<file path="config.mk">
export PLATFORM = sky130hd
export DESIGN_NAME = mips_cp0
export DESIGN_NICKNAME = d
export VERILOG_FILES = /design/src/rtl/mips_cp0.sv
export SDC_FILE = /design/constraint.sdc
export NUM_CORES = 1
export LEC_CHECK = 0
export CORE_AREA = 2 2 124 138
export CTS_CLUSTER_DIAMETER = 80
export DETAILED_ROUTE_END_ITERATION = 6
export DIE_AREA = 0 0 126 140
export PLACE_DENSITY = 0.51
export SLEW_MARGIN = 20
export SYNTH_ARGS = -nofsm -noshare
export SYNTH_HDL_FRONTEND = slang
export SYNTH_SLANG_ARGS = --single-unit
</file>
<file path="constraint.sdc">
create_clock -name clk -period 3 [get_ports clk]
set_clock_uncertainty 0.1 [all_clocks]
set_input_delay 0.45 -clock clk [delete_from_list [all_inputs] [get_ports clk]]
set_output_delay 0.45 -clock clk [all_outputs]
set_load 0.02 [all_outputs]
</file>
<file path="src/rtl/mips_cp0.sv">
// Coprocessor 0 for the pipelined CPU: holds SR/Cause/EPC/PRId, serves mfc0/mtc0 and
// raises the exception/interrupt request that flushes the pipe and redirects fetch.
module mips_cp0 #(
  parameter logic [31:0] HANDLER_ADDR = 32'h0000_4180,
  parameter logic [31:0] PRID         = 32'h2022_0001
) (
  input  logic        clk,
  input  logic        reset,
  input  logic [4:0]  i_addr,
  input  logic        i_we,
  input  logic [31:0] i_wdata,
  output logic [31:0] o_rdata,
  input  logic [31:0] i_vpc,
  input  logic        i_bd,
  input  logic [4:0]  i_exccode,
  input  logic [5:0]  i_hwint,
  input  logic        i_eret,
  output logic        o_req,
  output logic [31:0] o_epc,
  output logic [31:0] o_handler
);

  logic [5:0]  r_im;
  logic        r_exl;
  logic        r_ie;
  logic        r_bd;
  logic [5:0]  r_ip;
  logic [4:0]  r_exccode;
  logic [31:0] r_epc;

  logic        w_int_req;
  logic        w_exc_req;
  logic        w_req;
  logic [31:0] w_vpc_aligned;
  logic [31:0] w_victim_epc;
  logic [31:0] w_sr;
  logic [31:0] w_cause;

  // Interrupt decision looks at the raw lines so a same-cycle edge is taken immediately.
  assign w_int_req     = (|(i_hwint & r_im)) & r_ie & ~r_exl;
  assign w_exc_req     = (i_exccode != 5'd0) & ~r_exl;
  assign w_req         = w_int_req | w_exc_req;
  assign w_vpc_aligned = {i_vpc[31:2], 2'b00};
  assign w_victim_epc  = i_bd ? (w_vpc_aligned - 32'd4) : w_vpc_aligned;

  assign w_sr    = {16'h0, r_im, 8'h0, r_exl, r_ie};
  assign w_cause = {r_bd, 15'h0, r_ip, 3'h0, r_exccode, 2'b00};

  assign o_req     = w_req;
  assign o_handler = HANDLER_ADDR;
  assign o_epc     = (i_we && (i_addr == 5'd14) && !w_req) ? i_wdata : r_epc;

  always_comb begin
    o_rdata = 32'h0;
    case (i_addr)
      5'd12:   o_rdata = w_sr;
      5'd13:   o_rdata = w_cause;
      5'd14:   o_rdata = r_epc;
      5'd15:   o_rdata = PRID;
      default: o_rdata = 32'h0;
    endcase
  end

  always_ff @(posedge clk) begin
    if (!reset) begin
      r_im      <= 6'h0;
      r_exl     <= 1'b0;
      r_ie      <= 1'b0;
      r_bd      <= 1'b0;
      r_ip      <= 6'h0;
      r_exccode <= 5'h0;
      r_epc     <= 32'h0;
    end else begin
      r_ip <= i_hwint;
      if (w_req) begin
        // The victim does not commit, so its mtc0 and any eret are dropped.
        r_exl     <= 1'b1;
        r_exccode <= w_int_req ? 5'd0 : i_exccode;
        r_bd      <= i_bd;
        r_epc     <= w_victim_epc;
      end else begin
        if (i_we && (i_addr == 5'd12)) begin
          r_im  <= i_wdata[15:10];
          r_exl <= i_wdata[1];
          r_ie  <= i_wdata[0];
        end
        if (i_we && (i_addr == 5'd14)) begin
          r_epc <= i_wdata;
        end
        if (i_eret) begin
          r_exl <= 1'b0;
        end
      end
    end
  end

endmodule

</file>
==> metrics.txt <==
top sig layer=met4; DRC violations left=0; HPWL after DPL=11700 um; status=finished, final reports clean; commonest non-fill, non-tap cell in the layout=clkdlybuf4s50_1; WL met1=just over 7000 um; CP Capture Type=primary output; WL per Instance=19.0 um; Ys Warns=0; Async SR Flop Fraction=0%; worst slew pin tran=535 ps; die area=between 0.015 and 0.02 sq mm; Max H-tree Level=2; Core Region=0.0162 sq mm; RD Place Congestion=0.854; GR Overflow Total=0; Synth Flop Type=dfxtp_1; Clock Latency Late Sink=between 200 and 300 ps; Placed Area=0.00578 sq mm; Pwr Density=~340 mW/mm^2; post-route cell area=0.00602 sq mm; Slew HR=63.4%; CTS clk-pin slew, worst paths=70 ps; Tcrit/Tclk final=between 90% and 100%; Die H=between 100 and 150 um; IO Count=182; Data required, critical path=2450 ps; post-synthesis cell count=475; Buf/Inv on CP=4; Data arrival, critical path=approximately 2400 ps; clock sink count=52; ANT cells=0; Leak=2.64 nW; Slew Limit Fails=0; clk buf depth=2; Area growth syn-to-layout=50.8%; Yosys reg bits=52; Routed Antenna Nets=0; max-cap violation count=0; DR WL met3=between 900 and 1000 um; Max IR drop VDD=around 0.2 mV; Final nets=719; CTS tree=done; Hold Fails Final Rpt=0; Startpoint Class=primary input; initial antenna violation count=0; Setup CP Type=primary input to primary output; commonest non-fill, non-tap cells in the layout=93 x clkdlybuf4s50_1, 52 x dfxtp_1, 38 x nor2_1, 38 x buf_4, 32 x conb_1; synth unique cells=53; I/O Buffers=147; vias in the first global route=approximately 4300; Mean Syn Cell Area=8.41 sq um; CP top delay family=buffers and inverters; Initial Utilization=24.7%; final WL=15900 um; Post-synth EDFFs=0; routed vias=roughly 4300; Post-Synthesis Cell Area=0.00399 sq mm; CTS root buf=clkbuf_16; DR WL met2=7670 um; Hold WC Path Type=primary input to register; Final WS setup=approximately 75 ps; DP Worst Slack=-394 ps; sequential share of the synthesized area=26.1%; layout cells sized above 1=21.5%; CP max stage cell=clkdlybuf4s50_1; Die X=126 um; Synth area leader=dfxtp_1; Synth area leaders=dfxtp_1 26%, mux2_2 9.0%, buf_4 6.0%, a2111oi_0 5.7%, mux2i_1 4.3%; Highest Clock Rate=342 MHz; crit path max fanout=15; crit path time final=between 2000 and 3000 ps; row count=just under 50; Cell Chain, Critical Path=clkdlybuf4s50_1 -> buf_4 -> nand2b_1 -> nor2_1 -> buf_4 -> and2_1 -> clkdlybuf4s50_1; Overall Global Routing Usage=17.0%; first-pass GRT wire length=24100 um; Synth top area share=between 20% and 30%; slowest cell delay on critical path=~600 ps; CTS buffer count=5; drt initial violations=271; first-pass detailed-route iteration total=4; largest net degree at the start of global routing=47; Setup-failing EPs final=0; via/cell ratio=approximately 5.2
synthesized netlist by cell type, types with 2 or more instances:
cell / n
o32a_1: 3
a22oi_1: 9
conb_1: 2
nand4_1: 3
a21oi_1: 11
nand3_1: 6
a221oi_1: 2
and3_1: 26
mux2i_1: 17
nor2b_1: 2
o41ai_1: 2
a211oi_1: 11
nand3b_1: 2
inv_1: 5
buf_2: 7
xnor2_1: 2
nand2b_1: 2
or4_1: 12
a311oi_1: 16
nor3_1: 6
xor2_1: 9
o31ai_1: 21
or4b_2: 2
mux2_2: 32
nor4_1: 2
clkbuf_1: 29
buf_4: 32
or4_4: 2
nand4b_1: 2
or3_1: 11
dfxtp_1: 52
buf_1: 4
nor2_1: 38
o311ai_0: 7
o21ai_0: 6
nand2_1: 18
a2111oi_0: 26
and2_1: 21
sequential cells by signal (all words and copies together) (netlist names):
register	count
r_exccode	5
r_ip	6
r_exl	1
r_ie	1
r_im	6
r_bd	1
r_epc	32
path summary, 6_finish.rpt:
kind                                   start           end  slack (ps)  cells past startpoint
worst min-delay path              i_hwint[2]       r_ip[2]         320                      2
worst max register to register       r_im[0]     r_epc[28]         790                      8
worst min register to register  r_exccode[0]  r_exccode[0]         410                      2
worst max-delay path               i_addr[0]   o_rdata[26]          80                      7
cell families after synthesis:
kind of cell | Yosys count | share of synthesized area [%]
xor+xnor | 11 | 2.41
fa+ha+maj | 1 | 0.313
simple gates | 163 | 23.7
flops | 52 | 26.1
other cells | 2 | 0.188
buf+inv | 78 | 10.6
mux | 49 | 13.3
compound gates | 119 | 23.5
layer usage:
metal | GRT usage [%] | vias up
met1 | 22.7 | 2083
met5 | 0 | -
met4 | 4.68 | 0
met2 | 28.7 | 162
li1 | - | 2087
met3 | 2.22 | 16
final cells by class:
cell class,count,area (sq um)
fill,1751,10200
clock inverter,2,38.8
timing repair buffer,193,1820
sequential,52,1040
inverter,6,22.5
multi-input combinational,375,2710
clock buffer,6,139
tap,204,255
report_power, final:
part	total [mW]	internal [mW]	leakage [nW]	switching [mW]
sequential	0.787	0.741	0.431	0.0463
combinational	0.582	0.264	2.12	0.318
clock	0.694	0.419	0.0871	0.275
metrics by stage:
step / hold slack (ps) / std cells / TNS, ps / total power [mW] / util [%]
4_1_cts: 406 / 839 / 0 / 2.07 / 36.5
3_5_place_dp: 387 / 825 / -12150 / 1.41 / 35.7
3_3_place_gp: 379 / 825 / -12180 / 1.41 / 35.7
5_1_grt: 324 / 838 / -33.9 / 2.15 / 37.2
2_1_floorplan: 360 / 505 / 0 / 1.11 / -
6_report: 318 / 838 / 0 / 2.06 / 37.2
timing repair:
item,in CTS,in global routing
pin swaps,2,5
buffers inserted,4,1
gates cloned,2,1
endpoints found under the setup margin,34,51
hold buffers,0,0
gates resized for setup,142,36
Note: power is estimated with default switching activity, not from simulation.
